[src/rtl/video_line_fetch_if.sv]
// Timing, read-request bus and line-buffer write signals of the scanline fetcher.
// master = fetcher side, slave = timing generator / memory / line buffer side.
interface video_line_fetch_if;
  logic        i_enable;
  logic [31:0] i_base;
  logic        i_hblank;
  logic        i_vblank;
  logic        o_bus_request;
  logic [31:0] o_bus_address;
  logic        i_bus_ready;
  logic [31:0] i_bus_rdata;
  logic        o_lb_write;
  logic        o_lb_bank;
  logic [9:0]  o_lb_index;
  logic [31:0] o_lb_data;
  logic        o_display_bank;
  logic        o_underrun;
  logic        o_busy;

  modport master (
    input  i_enable, i_base, i_hblank, i_vblank, i_bus_ready, i_bus_rdata,
    output o_bus_request, o_bus_address, o_lb_write, o_lb_bank, o_lb_index,
           o_lb_data, o_display_bank, o_underrun, o_busy
  );

  modport slave (
    output i_enable, i_base, i_hblank, i_vblank, i_bus_ready, i_bus_rdata,
    input  o_bus_request, o_bus_address, o_lb_write, o_lb_bank, o_lb_index,
           o_lb_data, o_display_bank, o_underrun, o_busy
  );
endinterface

[src/rtl/video_line_fetch.sv]
// Scanline prefetcher: reads LINE_WORDS words per line into a double-buffered line
// buffer one line ahead of display; all outputs registered, writes land one cycle after accept.
module video_line_fetch #(
  parameter int LINE_WORDS = 640,
  parameter int VLINE      = 480
) (
  input logic                i_clock,
  input logic                i_reset,
  video_line_fetch_if.master bus
);

  typedef enum logic [1:0] {IDLE, PREFETCH, WAIT_LINE, FETCH} state_t;

  state_t      state_q, state_d;
  logic        hb_q, hb_d;
  logic        vb_q, vb_d;
  logic [31:0] frame_base_q, frame_base_d;
  logic [11:0] line_q, line_d;
  logic [9:0]  idx_q, idx_d;
  logic        bank_q, bank_d;
  logic        disp_q, disp_d;
  logic        req_q, req_d;
  logic [31:0] addr_q, addr_d;
  logic        lb_write_q, lb_write_d;
  logic        lb_bank_q, lb_bank_d;
  logic [9:0]  lb_index_q, lb_index_d;
  logic [31:0] lb_data_q, lb_data_d;
  logic        underrun_q, underrun_d;
  logic        busy_q, busy_d;

  logic        frame_start;
  logic        line_end;
  logic        accept;
  logic [11:0] line_inc;

  assign frame_start = bus.i_vblank & ~vb_q;
  assign line_end    = bus.i_hblank & ~hb_q & ~bus.i_vblank;
  assign accept      = req_q & bus.i_bus_ready;
  assign line_inc    = line_q + 12'd1;

  function automatic logic [31:0] word_addr(input logic [31:0] base,
                                            input logic [11:0] line,
                                            input logic [9:0]  idx);
    logic [31:0] off;
    off = 32'(line) * 32'(LINE_WORDS) + 32'(idx);
    return base + (off << 2);
  endfunction

  always_comb begin
    state_d      = state_q;
    hb_d         = bus.i_hblank;
    vb_d         = bus.i_vblank;
    frame_base_d = frame_base_q;
    line_d       = line_q;
    idx_d        = idx_q;
    bank_d       = bank_q;
    disp_d       = disp_q;
    req_d        = req_q;
    addr_d       = addr_q;
    lb_write_d   = 1'b0;
    lb_bank_d    = lb_bank_q;
    lb_index_d   = lb_index_q;
    lb_data_d    = lb_data_q;
    underrun_d   = 1'b0;

    // A transferred word is always written, even if the line is aborted this cycle.
    if (accept) begin
      lb_write_d = 1'b1;
      lb_bank_d  = bank_q;
      lb_index_d = idx_q;
      lb_data_d  = bus.i_bus_rdata;
    end

    if (frame_start) begin
      frame_base_d = bus.i_base;
      line_d       = 12'd0;
      idx_d        = 10'd0;
      bank_d       = 1'b0;
      disp_d       = 1'b0;
      addr_d       = bus.i_base;
      req_d        = bus.i_enable;
      state_d      = bus.i_enable ? PREFETCH : IDLE;
    end else begin
      case (state_q)
        PREFETCH, FETCH: begin
          if (line_end) begin
            underrun_d = 1'b1;
            disp_d     = ~disp_q;
            line_d     = line_inc;
            idx_d      = 10'd0;
            if (line_inc < 12'(VLINE)) begin
              state_d = FETCH;
              bank_d  = disp_q;
              req_d   = 1'b1;
              addr_d  = word_addr(frame_base_q, line_inc, 10'd0);
            end else begin
              state_d = WAIT_LINE;
              req_d   = 1'b0;
            end
          end else if (accept) begin
            if (idx_q == 10'(LINE_WORDS - 1)) begin
              state_d = WAIT_LINE;
              req_d   = 1'b0;
              line_d  = line_inc;
              idx_d   = 10'd0;
            end else begin
              idx_d  = idx_q + 10'd1;
              addr_d = word_addr(frame_base_q, line_q, idx_q + 10'd1);
            end
          end
        end
        WAIT_LINE: begin
          if (line_end) begin
            disp_d = ~disp_q;
            // The freshly displayed bank is ~disp_q, so fill the one just released.
            if (line_q < 12'(VLINE)) begin
              state_d = FETCH;
              bank_d  = disp_q;
              idx_d   = 10'd0;
              req_d   = 1'b1;
              addr_d  = word_addr(frame_base_q, line_q, 10'd0);
            end
          end
        end
        default: begin
        end
      endcase
    end

    busy_d = (state_d == PREFETCH) || (state_d == FETCH);
  end

  always_ff @(posedge i_clock or posedge i_reset) begin
    if (i_reset) begin
      state_q      <= IDLE;
      hb_q         <= 1'b1;
      vb_q         <= 1'b1;
      frame_base_q <= 32'd0;
      line_q       <= 12'd0;
      idx_q        <= 10'd0;
      bank_q       <= 1'b0;
      disp_q       <= 1'b0;
      req_q        <= 1'b0;
      addr_q       <= 32'd0;
      lb_write_q   <= 1'b0;
      lb_bank_q    <= 1'b0;
      lb_index_q   <= 10'd0;
      lb_data_q    <= 32'd0;
      underrun_q   <= 1'b0;
      busy_q       <= 1'b0;
    end else begin
      state_q      <= state_d;
      hb_q         <= hb_d;
      vb_q         <= vb_d;
      frame_base_q <= frame_base_d;
      line_q       <= line_d;
      idx_q        <= idx_d;
      bank_q       <= bank_d;
      disp_q       <= disp_d;
      req_q        <= req_d;
      addr_q       <= addr_d;
      lb_write_q   <= lb_write_d;
      lb_bank_q    <= lb_bank_d;
      lb_index_q   <= lb_index_d;
      lb_data_q    <= lb_data_d;
      underrun_q   <= underrun_d;
      busy_q       <= busy_d;
    end
  end

  assign bus.o_bus_request  = req_q;
  assign bus.o_bus_address  = addr_q;
  assign bus.o_lb_write     = lb_write_q;
  assign bus.o_lb_bank      = lb_bank_q;
  assign bus.o_lb_index     = lb_index_q;
  assign bus.o_lb_data      = lb_data_q;
  assign bus.o_display_bank = disp_q;
  assign bus.o_underrun     = underrun_q;
  assign bus.o_busy         = busy_q;

endmodule
[src/flat_wrapper.sv]
// flat-port wrapper written by rule: the top's interface ports become plain ports
module video_line_fetch_flat 
#(
  parameter int LINE_WORDS = 640,
  parameter int VLINE      = 480
)
  (i_clock, i_reset, bus_i_enable, bus_i_base, bus_i_hblank, bus_i_vblank, bus_i_bus_ready, bus_i_bus_rdata, bus_o_bus_request, bus_o_bus_address, bus_o_lb_write, bus_o_lb_bank, bus_o_lb_index, bus_o_lb_data, bus_o_display_bank, bus_o_underrun, bus_o_busy);
  video_line_fetch_if bus_i ();
  input logic i_clock;
  input logic i_reset;
  input wire logic [$bits(bus_i.i_enable)-1:0] bus_i_enable;
  input wire logic [$bits(bus_i.i_base)-1:0] bus_i_base;
  input wire logic [$bits(bus_i.i_hblank)-1:0] bus_i_hblank;
  input wire logic [$bits(bus_i.i_vblank)-1:0] bus_i_vblank;
  input wire logic [$bits(bus_i.i_bus_ready)-1:0] bus_i_bus_ready;
  input wire logic [$bits(bus_i.i_bus_rdata)-1:0] bus_i_bus_rdata;
  output wire logic [$bits(bus_i.o_bus_request)-1:0] bus_o_bus_request;
  output wire logic [$bits(bus_i.o_bus_address)-1:0] bus_o_bus_address;
  output wire logic [$bits(bus_i.o_lb_write)-1:0] bus_o_lb_write;
  output wire logic [$bits(bus_i.o_lb_bank)-1:0] bus_o_lb_bank;
  output wire logic [$bits(bus_i.o_lb_index)-1:0] bus_o_lb_index;
  output wire logic [$bits(bus_i.o_lb_data)-1:0] bus_o_lb_data;
  output wire logic [$bits(bus_i.o_display_bank)-1:0] bus_o_display_bank;
  output wire logic [$bits(bus_i.o_underrun)-1:0] bus_o_underrun;
  output wire logic [$bits(bus_i.o_busy)-1:0] bus_o_busy;
  assign bus_i.i_enable = bus_i_enable;
  assign bus_i.i_base = bus_i_base;
  assign bus_i.i_hblank = bus_i_hblank;
  assign bus_i.i_vblank = bus_i_vblank;
  assign bus_i.i_bus_ready = bus_i_bus_ready;
  assign bus_i.i_bus_rdata = bus_i_bus_rdata;
  assign bus_o_bus_request = bus_i.o_bus_request;
  assign bus_o_bus_address = bus_i.o_bus_address;
  assign bus_o_lb_write = bus_i.o_lb_write;
  assign bus_o_lb_bank = bus_i.o_lb_bank;
  assign bus_o_lb_index = bus_i.o_lb_index;
  assign bus_o_lb_data = bus_i.o_lb_data;
  assign bus_o_display_bank = bus_i.o_display_bank;
  assign bus_o_underrun = bus_i.o_underrun;
  assign bus_o_busy = bus_i.o_busy;
  video_line_fetch #(.LINE_WORDS(LINE_WORDS), .VLINE(VLINE)) u_core (.i_clock(i_clock), .i_reset(i_reset), .bus(bus_i));
endmodule
[config.mk]
export PLATFORM = sky130hd
export DESIGN_NAME = video_line_fetch_flat
export DESIGN_NICKNAME = d
export VERILOG_FILES = /design/src/rtl/video_line_fetch_if.sv /design/src/rtl/video_line_fetch.sv /design/src/flat_wrapper.sv
export SDC_FILE = /design/constraint.sdc
export NUM_CORES = 1
export LEC_CHECK = 0
export BUFFER_PORTS_ARGS = -buffer_cell sky130_fd_sc_hd__buf_4
export CORE_UTILIZATION = 41
export DETAILED_ROUTE_END_ITERATION = 10
export PLACE_DENSITY = 0.58
export SETUP_SLACK_MARGIN = 0.3
export SYNTH_ARGS = -nofsm -noshare
export SYNTH_HDL_FRONTEND = slang
export SYNTH_SLANG_ARGS = --single-unit
[constraint.sdc]
create_clock -name i_clock -period 9.7 [get_ports i_clock]
set_clock_uncertainty 0.2 [all_clocks]
set_input_delay 0.485 -clock i_clock [delete_from_list [all_inputs] [get_ports i_clock]]
set_output_delay 0.485 -clock i_clock [all_outputs]
set_load 0.03 [all_outputs]
==> flow_metrics.py, run 1 <==
metrics = {
    "run_status": {
        "outcome": "finished with violations",
        "failed_checks": "hold timing",
    },
    "power_and_ir_drop": {
        "peakVddDrop_mv": 0.1491,
        "switchingPower_uw": 992.8,
        "power_frac_comb_pct": 39.7,
        "leakage_uw": 0.006169,
        "internal_power_uw": 1504,
        "clock_power_share_pct": 27.0,
        "power_density_nw_per_um2": 202.2,
        "seq_power_share_pct": 33.3,
        "power_uw": 2497,
        "swShare_pct": 39.77,
    },
    "layout": {
        "num_antenna_cells": 0,
        "regArea_um2": 3481,
        "mostFrequentLayoutCell": "nand2_1",
        "nFillCells": 2363,
        "fin_util_pct": 50.46,
        "syn2layout_area_growth_pct": 20.02,
        "final_cell_mix": "185 x nand2_1, 159 x buf_4, 137 x dfrtp_1",
        "nNetsFinal": 1473,
        "design_area_um2": 12340,
        "drive_above_1_share_pct": 20.02,
        "multi_input_area_um2": 6539,
    },
    "floorplan": {
        "die_area_um2": 25720,
        "fp.dieH_um": 160.4,
        "dieWidth_um": 160.4,
        "coreArea_um2": 24460,
        "num_rows": 57,
        "io_pins": 150,
        "initial_utilization_pct": 42.04,
    },
    "place": {
        "place_area_um2": 11740,
        "dp_hpwl_um": 21890,
        "io_buffers": 149,
        "globalplace.congestion": 0.8961,
    },
    "worst_setup_path": {
        "slowest_delay_ns": 0.53,
        "path_cells": "nand3_1 -> nor2_1 -> xor2_1 -> ha_1 -> ha_1 -> nor2b_1 -> o21ai_0 -> a21boi_0 -> o21ai_0 -> nand2b_1 -> a21o_1 -> a21oi_1 -> o21ai_0 -> xnor2_1 -> ha_1 -> a21oi_1 -> o21ai_0 -> a41o_1 -> and4_1 -> nor4_4 -> mux2_2 -> nand2_1",
        "crit_top_cell": "o21ai_0",
        "reg2reg_to": "u_core.bus.o_bus_address[29]$_DFFE_PP0P_",
        "reg2reg_slack_ns": 3.99,
        "cp_max_fo": 8,
        "r2r-start": "u_core.line_q[1]$_DFFE_PP0P_",
        "end_kind": "register",
        "worst_path_max_delay_cell": "dfrtp_1",
        "worst-setup-path-type": "reg -> reg",
        "cp.required_ns": 9.87,
        "cp_data_arrival_time_ns": 5.88,
        "start_kind": "register",
        "rr_worst_depth": 22,
    },
    "sta": {
        "setup_viol": 0,
        "timing.setup.tns_ns": 0,
        "fin_crit_sh_pct": 58.85,
        "tightest_slew_ns": 0.9345,
        "layout_min_cycle_time_ns": 5.709,
        "finalHoldViolations": 6,
        "hold_slack_ns": -0.01514,
        "drv_slew": 0,
        "fmax_mhz": 175.2,
        "relSlewSlack_pct": 37.04,
        "rsz0062_at_grt": "no",
    },
    "yosys": {
        "yosysWarnings": 0,
        "synthArstFlopShare_pct": 100.0,
        "syn_inst": 1158,
        "synth.distinct_cells": 71,
        "synthFlopType": "dfrtp_1",
        "synth-seq-area-share_pct": 33.84,
        "syn_area_per_cell_um2": 8.882,
        "syn_nets": 1335,
        "ys_seq_elements": 139,
        "syn-cell-area_um2": 10280,
        "synth_edf_count": 0,
    },
    "clock_tree": {
        "clock_sinks": 139,
        "clk_pin_slew_ns": 0.07,
        "insertion_delay_ns": 0.43,
        "cts_tree": "built",
        "clockRootBuffer": "clkbuf_16",
        "cts_buffer_depth": 2,
        "cts_buffers": 17,
        "cts_max_level": 4,
        "cts_resized": 0,
    },
    "grt": {
        "grt_pass1_vias": 8756,
        "antenna_found_initial": 0,
        "grt_first_pass_wirelength_um": 47620,
        "grt_max_degree": 83,
        "gr-total-overflow": 0,
        "grt_usage_pct": 23.40,
    },
    "routing": {
        "wl_per_cell_um": 17.84,
        "drtPass1Iterations": 5,
        "drc": 0,
        "drt_iter0_markers": 561,
        "viasPerCell": 5.418,
        "vias": 8847,
        "ant_nets": 0,
        "drt_wl_total_um": 29130,
    },
    "worst_hold_path": {
        "hold_class": "in -> async",
    },
    "job": {
        "cap_viol_max_count": 0,
    },
}
[metrics by stage]
step	worst slack [ns]	instances
final	3.991	1633
after global routing	3.559	1633
after CTS	3.989	1633
after detailed placement	4.002	1599
after global placement	4.105	1599
after floorplan	4.659	1158
[area by class of cell]
| cell class | count | share of cell area (%) |
|---|---|---|
| clock buffers | 18 | 3.558 |
| clock inverters | 14 | 1.206 |
| inverters | 30 | 0.9528 |
| multi-input cells | 947 | 52.97 |
| flip-flops and latches | 139 | 28.20 |
| well taps | 324 | 3.284 |
| repair buffers | 161 | 9.832 |
[metal layers]
layer | wire, um | global-route usage (%)
met1 | 13790 | 31.40
met2 | 13870 | 39.35
met3 | 880 | 3.073
met4 | 586 | 6.623
met5 | 0 | 0
[registers in the layout, indices dropped and copies added (netlist names)]
name / cells
u_core.bus.o_bus_address: 32
u_core.bus.o_lb_data: 32
u_core.frame_base_q: 32
u_core.line_q: 12
u_core.bus.o_lb_index: 10
u_core.idx_q: 10
u_core.state_q: 2
u_core.bank_q: 1
u_core.bus.o_bus_request: 1
u_core.bus.o_busy: 1
u_core.bus.o_display_bank: 1
u_core.bus.o_lb_bank: 1
u_core.bus.o_lb_write: 1
u_core.bus.o_underrun: 1
u_core.hb_q: 1
u_core.vb_q: 1
[power groups by stage]
stage | sequential (uW) | combinational [uW] | clock [uW]
final | 830 | 991 | 675
after global placement | 838 | 990 | 0
after floorplan | 1070 | 406 | 0
after CTS | 831 | 1000 | 687
after global routing | 852 | 1070 | 711
after detailed placement | 841 | 997 | 0
[worst max-delay path by stage]
stage | startpoint | end | slack, ns | cells past startpoint
CTS | u_core.line_q[1]$_DFFE_PP0P_ | u_core.bus.o_bus_address[29]$_DFFE_PP0P_ | 3.99 | 19
global route | u_core.line_q[1]$_DFFE_PP0P_ | u_core.bus.o_bus_address[29]$_DFFE_PP0P_ | 3.56 | 22
floorplan | u_core.line_q[1]$_DFFE_PP0P_ | u_core.bus.o_bus_address[29]$_DFFE_PP0P_ | 4.66 | 22
global placement | u_core.line_q[1]$_DFFE_PP0P_ | u_core.bus.o_bus_address[29]$_DFFE_PP0P_ | 4.11 | 19
finish | u_core.line_q[1]$_DFFE_PP0P_ | u_core.bus.o_bus_address[29]$_DFFE_PP0P_ | 3.99 | 22
detailed placement | u_core.line_q[1]$_DFFE_PP0P_ | u_core.bus.o_bus_address[29]$_DFFE_PP0P_ | 4.00 | 19
[synth_stat cells (7+ instances only)]
library cell	n	area [um^2]
o21ai_0	85	425.4
mux2_2	48	540.5
nand2_1	186	698.2
ha_1	101	1264
and2_1	8	50.05
a21o_1	23	172.7
o21bai_1	7	52.55
nand3_1	26	130.1
nand2b_1	18	112.6
dfrtp_1	137	3428
inv_1	30	112.6
clkbuf_1	31	116.4
o31ai_1	8	60.06
nor2b_1	14	87.58
xnor2_1	51	446.7
a21oi_1	68	340.3
buf_2	9	45.04
a21boi_0	7	52.55
a211oi_1	12	90.09
o211ai_1	11	82.58
nor2_1	80	300.3
nand4_1	9	56.30
a31oi_1	8	50.05
and3_1	13	81.33
xor2_1	47	411.6
nor3_1	16	80.08
o21a_1	15	112.6
[cell families (layout without fill, tap and decap cells)]
kind of cell             after synthesis  count (layout)  synth area share (%)
AND/OR/NAND/NOR                      400             400                 18.09
buffers and inverters                 72             223                 2.737
AO/OA/AOI/OAI                        290             290                 17.94
flip-flops                           139             139                 33.84
adder cells (fa/ha/maj)              107             107                 13.46
XOR/XNOR                              98              98                 8.345
other                                  1               1               0.03646
multiplexers                          51              51                 5.547
[critical path, delay by kind of cell, from the launching register on]
kind            cells  cell delay (ns)
mux                 1             0.38
flops               1             0.53
fa+ha+maj           3             0.92
compound gates      9             1.53
xor+xnor            2             0.53
simple gates        7             1.57
[repair_timing]
item,in CTS,in global routing
setup endpoints to repair,0,0
hold buffers,2,0
setup buffers,0,0
endpoints found under the hold margin,2,0
No activity file was read; power rests on OpenSTA's default activity.
==> inputs of run 2 (changes only) <==
--- a/config.mk
+++ b/config.mk
@@ -5,6 +5,7 @@
 export SDC_FILE = /design/constraint.sdc
 export NUM_CORES = 1
 export LEC_CHECK = 0
+export ABC_AREA = 1
 export BUFFER_PORTS_ARGS = -buffer_cell sky130_fd_sc_hd__buf_4
 export CORE_UTILIZATION = 41
 export DETAILED_ROUTE_END_ITERATION = 10
==> constraint.sdc (replaced) <==
create_clock -name i_clock -period 5.9 [get_ports i_clock]
set_clock_uncertainty 0.2 [all_clocks]
set_input_delay 0.295 -clock i_clock [delete_from_list [all_inputs] [get_ports i_clock]]
set_output_delay 0.295 -clock i_clock [all_outputs]
set_load 0.03 [all_outputs]
==> flow_metrics.py, run 2 <==
metrics = {
    "sta": {
        "fmax_mhz": 196.7,
        "tightest_slew_ns": 1.034,
        "relSlewSlack_pct": 31.04,
        "drv_slew": 0,
        "layout_min_cycle_time_ns": 5.084,
        "timing.setup.tns_ns": 0,
        "fin_crit_sh_pct": 86.17,
        "setup_viol": 0,
        "finalHoldViolations": 0,
        "rsz0062_at_grt": "no",
    },
    "yosys": {
        "yosys.area.top_type": "dfrtp_1",
        "yosysWarnings": 0,
        "synth-seq-area-share_pct": 29.52,
        "ys_seq_elements": 139,
        "synth_top_area_share_pct": 29.08,
        "synthArstFlopShare_pct": 100.0,
        "syn_inst": 1782,
        "yosys-top-cells-count": "620 x nand2_1, 224 x inv_1, 161 x nor2_1, 137 x dfrtp_1, 104 x a21oi_1",
        "syn_nets": 1959,
        "yosysMostFrequentCell": "nand2_1",
        "syn-cell-area_um2": 11790,
        "synthFlopType": "dfrtp_1",
        "synth.distinct_cells": 53,
        "syn_area_per_cell_um2": 6.616,
        "ys_top_cells_by_area": "dfrtp_1 29%, nand2_1 20%, ha_1 11%",
        "synth_edf_count": 0,
    },
    "power_and_ir_drop": {
        "peakVddDrop_mv": 0.2411,
        "power_frac_comb_pct": 63.7,
        "switchingPower_uw": 3904,
        "clock_power_share_pct": 16.1,
        "internal_power_uw": 3535,
        "leakage_uw": 0.007980,
        "seq_power_share_pct": 20.2,
        "swShare_pct": 52.48,
        "power_density_nw_per_um2": 509.2,
    },
    "floorplan": {
        "io_pins": 150,
        "initial_utilization_pct": 42.09,
        "die_area_um2": 29440,
        "fp.dieH_um": 171.6,
        "num_rows": 61,
        "dieWidth_um": 171.6,
        "coreArea_um2": 28010,
    },
    "routing": {
        "viasPerCell": 5.071,
        "drt_wl_total_um": 40260,
        "drtPass1Iterations": 5,
        "drc": 0,
        "ant_nets": 0,
        "vias": 12070,
        "drt_iter0_markers": 797,
        "wl_per_cell_um": 16.91,
    },
    "layout": {
        "drive_above_1_share_pct": 12.28,
        "nNetsFinal": 2167,
        "multi_input_area_um2": 7281,
        "regArea_um2": 3482,
        "final_cell_mix": "619 x nand2_1, 223 x inv_1, 157 x nor2_1, 157 x buf_4, 136 x dfrtp_1",
        "mostFrequentLayoutCell": "nand2_1",
        "nFillCells": 2911,
        "num_antenna_cells": 0,
        "instances_no_fill": 2381,
        "syn2layout_area_growth_pct": 23.91,
    },
    "grt": {
        "grt_usage_pct": 28.34,
        "gr-total-overflow": 0,
        "antenna_found_initial": 0,
        "grt_max_degree": 87,
        "grt_pass1_vias": 11700,
        "grt_first_pass_wirelength_um": 63500,
    },
    "clock_tree": {
        "cts_buffers": 17,
        "cts_buffer_depth": 2,
        "cts_max_level": 4,
        "clk_pin_slew_ns": 0.07,
        "clockRootBuffer": "clkbuf_16",
        "cts_tree": "built",
        "clock_sinks": 139,
        "insertion_delay_ns": 0.44,
    },
    "worst_setup_path": {
        "worst-setup-path-type": "reg -> reg",
        "worst_path_max_delay_cell": "dfrtp_1",
        "cp.required_ns": 6.04,
        "cp_data_arrival_time_ns": 5.22,
        "start_kind": "register",
        "end_kind": "register",
        "cp_max_fo": 5,
        "slowest_delay_ns": 0.40,
    },
    "place": {
        "dp.cells": 2281,
        "globalplace.congestion": 0.9665,
        "dp_hpwl_um": 31410,
        "io_buffers": 149,
    },
    "run_status": {
        "outcome": "finished clean",
    },
    "job": {
        "cap_viol_max_count": 0,
    },
    "worst_hold_path": {
        "hold_class": "reg -> reg",
    },
}
## run 2: cell count changes in the layout (fill, tap and decap cells not counted), sizes merged, moves of 40 or more
cell and change:
inv +202, mux2 -48, nor2 +91, a21oi +41
dlygate4sd3 +66, xnor2 -40, nand3 +76, nand2 +439
## run 2: kinds of logic (layout without fill, tap and decap cells)
kind of cell	count (synthesis)	count (layout)	share of synthesized area [%]
simple gates	962	962	33.56
flops	139	139	29.52
xor+xnor	53	53	3.937
buf+inv	269	490	8.989
other cells	1	1	0.03181
fa+ha+maj	107	107	11.74
compound gates	251	251	12.23
## run 2: layout make-up
class	count	share of cell area, %
Clock buffer	17	2.912
Clock inverter	15	1.379
Inverter	233	6.072
Multi-Input combinational cell	1374	49.84
Sequential cell	139	23.84
Tap cell	378	3.237
Timing Repair Buffer	225	12.73
## run 2: per-layer routing
metal	share of wire, %	wire, um	track usage [%]	vias up
li1	-	-	-	6153
met3	4.6	1865	4.487	50
met5	0	0	0	-
met2	46	18330	46.21	299
met4	2.8	1114	9.627	0
met1	47	18950	37.94	5572
## run 2: path summary, 6_finish.rpt
check	startpoint	end	slack [ns]	cells after the start
setup / recovery	u_core.idx_q[0]$_DFFE_PP0P_	u_core.bus.o_bus_address[31]$_DFFE_PP0P_	0.82	29
hold / removal	u_core.bank_q$_DFFE_PP0P_	u_core.bus.o_lb_bank$_DFFE_PP0P_	0.27	2
setup reg to reg	u_core.idx_q[0]$_DFFE_PP0P_	u_core.bus.o_bus_address[31]$_DFFE_PP0P_	0.82	29
hold reg to reg	u_core.bank_q$_DFFE_PP0P_	u_core.bus.o_lb_bank$_DFFE_PP0P_	0.27	2
max in group asynchronous	i_reset	u_core.line_q[1]$_DFFE_PP0P_	3.84	4
min in group asynchronous	i_reset	u_core.bus.o_lb_data[19]$_DFFE_PP0P_	0.39	3
## run 2: what timing repair did
action,4_1_cts,5_1_grt
gates resized for setup,0,9
buffers inserted,0,0
hold buffers,68,0
hold endpoints to repair,168,0
endpoints found under the setup margin,0,11
## run 2: power by group through the flow
stage	combinational [uW]	clock (uW)	sequential, uW
floorplan	2780	0	1930
global placement	4660	0	1510
detailed placement	4660	0	1520
CTS	4720	1210	1500
global route	5290	1250	1540
finish	4740	1190	1500
## run 2: per-stage QoR
stage          area [um^2]  setup WS [ns]  hold WS, ns  total power (uW)  utilization [%]
2_1_floorplan        11790          1.523      0.09948              4707                -
3_3_place_gp         13270         0.5746       0.2127              6162            47.38
3_5_place_dp         13270         0.6052       0.2144              6174            47.38
4_1_cts              14580         0.5429       0.2739              7436            52.05
5_1_grt              14610         0.3108       0.3013              8083            52.16
6_report             14610         0.8159       0.2744              7439            52.16
## run 2: critical path, delay by kind of cell, from the launching register on
family	cells	cell delay, ns
XOR/XNOR	2	0.32
AO/OA/AOI/OAI	2	0.30
AND/OR/NAND/NOR	18	2.72
buffers and inverters	5	0.36
adder cells (fa/ha/maj)	2	0.67
flip-flops	1	0.40
==> inputs of run 3 (changes only) <==
==> constraint.sdc (replaced) <==
create_clock -name i_clock -period 5.6 [get_ports i_clock]
set_clock_uncertainty 0.2 [all_clocks]
set_input_delay 0.28 -clock i_clock [delete_from_list [all_inputs] [get_ports i_clock]]
set_output_delay 0.28 -clock i_clock [all_outputs]
set_load 0.03 [all_outputs]
==> flow_metrics.py, run 3 (synthesis gave the netlist of run 2 again) <==
metrics = {
    "run_status": {
        "outcome": "finished clean",
    },
    "floorplan": {
        "fp.dieH_um": 171.6,
        "coreArea_um2": 28010,
        "num_rows": 61,
        "io_pins": 150,
        "dieWidth_um": 171.6,
        "die_area_um2": 29440,
        "initial_utilization_pct": 42.09,
    },
    "worst_setup_path": {
        "rr_worst_depth": 24,
        "reg2reg_to": "u_core.bus.o_bus_address[23]$_DFFE_PP0P_",
        "reg2reg_slack_ns": 0.61,
        "end_kind": "register",
        "cp.required_ns": 5.77,
        "r2r-start": "u_core.line_q[9]$_DFFE_PP0P_",
        "worst-setup-path-type": "reg -> reg",
        "worst-path-buf-inv": 3,
        "cp.depth": 24,
        "crit_top_cell": "nand2_1",
        "cp_max_fo": 5,
        "worst_path_max_delay_cell": "dfrtp_1",
        "path_cells": "inv_1 -> nor3_1 -> nand3_1 -> xor2_1 -> inv_1 -> ha_1 -> ha_1 -> inv_1 -> nor3_1 -> nand3_1 -> o2111ai_1 -> xor2_1 -> ha_1 -> a21oi_1 -> o21ai_0 -> a21oi_1 -> nand2_1 -> nand2_1 -> nand3_1 -> nand2_1 -> nand2_1 -> nand2_1 -> nand2_1 -> a21oi_2",
        "slowest_delay_ns": 0.48,
        "endpoint": "u_core.bus.o_bus_address[23]$_DFFE_PP0P_",
        "cp-startpoint": "u_core.line_q[9]$_DFFE_PP0P_",
        "cp_data_arrival_time_ns": 5.17,
        "start_kind": "register",
        "crit_family": "simple AND/OR/NAND/NOR gates",
    },
    "sta": {
        "relSlewSlack_pct": 30.71,
        "rsz0062_at_grt": "no",
        "drv_slew": 0,
        "setup_ws_ns": 0.6066,
        "setup_viol": 0,
        "fmax_mhz": 200.3,
        "finalHoldViolations": 0,
        "fin_crit_sh_pct": 89.17,
        "tightest_slew_ns": 1.036,
        "hold_slack_ns": 0.2805,
        "layout_min_cycle_time_ns": 4.993,
        "timing.setup.tns_ns": 0,
    },
    "routing": {
        "wl_per_cell_um": 16.91,
        "ant_nets": 0,
        "drt_iter0_markers": 855,
        "vias": 12180,
        "drtPass1Iterations": 6,
        "drt_wl_total_um": 40320,
        "viasPerCell": 5.109,
        "drc": 0,
    },
    "grt": {
        "grt_pass1_vias": 11220,
        "grt_usage_pct": 27.86,
        "grt_first_pass_wirelength_um": 62410,
        "grt_max_degree": 96,
        "gr-total-overflow": 0,
        "antenna_found_initial": 0,
    },
    "clock_tree": {
        "clockRootBuffer": "clkbuf_16",
        "clk_pin_slew_ns": 0.08,
        "cts_tree": "built",
        "insertion_delay_ns": 0.44,
        "clock_sinks": 139,
        "cts_max_level": 4,
        "cts_buffers": 17,
        "cts_buffer_depth": 2,
    },
    "place": {
        "dp_hpwl_um": 31030,
        "io_buffers": 149,
        "globalplace.congestion": 0.9707,
        "dp.cells": 2281,
        "place_ws_ns": 0.3200,
    },
    "power_and_ir_drop": {
        "power_density_nw_per_um2": 532.5,
        "switchingPower_uw": 4128,
        "clock_power_share_pct": 15.2,
        "peakVddDrop_mv": 0.2516,
        "power_frac_comb_pct": 64.5,
        "internal_power_uw": 3671,
        "seq_power_share_pct": 20.3,
        "leakage_uw": 0.007974,
        "swShare_pct": 52.93,
    },
    "layout": {
        "num_antenna_cells": 0,
        "final_cell_mix": "619 x nand2_1, 223 x inv_1, 160 x buf_4",
        "mostFrequentLayoutCell": "nand2_1",
        "nFillCells": 2863,
        "instances_no_fill": 2384,
        "drive_above_1_share_pct": 12.86,
        "nNetsFinal": 2170,
        "syn2layout_area_growth_pct": 24.23,
    },
    "job": {
        "cap_viol_max_count": 0,
    },
    "worst_hold_path": {
        "min-delay-start": "u_core.bus.o_lb_data[3]$_DFFE_PP0P_",
        "hold_class": "reg -> reg",
    },
}
-- run 3: worst min-delay path, cell delays in order (launching register included) --
cell     delay [ns]
dfrtp_1        0.34
nand2_1        0.05
nand2_1        0.06
-- run 3: per-stage QoR --
step / instance area (um^2) / power [uW] / util, %
after floorplan: 11790 / 4959 / -
after global placement: 13270 / 6476 / 47.38
after detailed placement: 13270 / 6480 / 47.38
after CTS: 14550 / 7750 / 51.95
after global routing: 14650 / 8452 / 52.29
final: 14650 / 7799 / 52.29
-- run 3: power by group through the flow --
stage / Sequential [uW] / Combinational [uW] / Clock (uW)
6_report: 1580 / 5030 / 1190
5_1_grt: 1620 / 5580 / 1250
4_1_cts: 1580 / 4950 / 1210
3_5_place_dp: 1600 / 4880 / 0
3_3_place_gp: 1590 / 4880 / 0
2_1_floorplan: 2030 / 2920 / 0
-- run 3: timing repair --
action | CTS | global route
hold buffers | 68 | 0
setup buffers | 0 | 3
setup endpoints to repair | 1 | 16
resized for setup | 1 | 22
hold endpoints to repair | 179 | 0
-- run 3: worst min-delay path by stage --
stage / end / slack, ns / cells after the start
after floorplan: u_core.hb_q$_DFF_PP1_ / 0.08 / 0
after global placement: u_core.hb_q$_DFF_PP1_ / 0.20 / 1
after detailed placement: u_core.hb_q$_DFF_PP1_ / 0.20 / 1
after CTS: u_core.bus.o_lb_data[19]$_DFFE_PP0P_ / 0.28 / 2
after global routing: u_core.bus.o_lb_data[13]$_DFFE_PP0P_ / 0.31 / 2
final: u_core.bus.o_lb_data[3]$_DFFE_PP0P_ / 0.28 / 2
-- run 3: final cells by class --
| class | count | area (um^2) | area share, % |
|---|---|---|---|
| Multi-Input combinational cell | 1374 | 7328 | 50.03 |
| Clock inverter | 14 | 155.1 | 1.059 |
| Timing Repair Buffer | 228 | 1882 | 12.85 |
| Clock buffer | 18 | 439.2 | 2.998 |
| Tap cell | 378 | 473.0 | 3.229 |
| Inverter | 233 | 887.1 | 6.057 |
| Sequential cell | 139 | 3482 | 23.77 |
-- run 3: per-layer routing --
layer	up-vias	global-route usage [%]	wire length (um)
met5	-	0	0
met4	0	6.871	704
met3	50	3.543	1801
met2	314	45.73	18570
met1	5656	38.58	19240
li1	6161	-	-
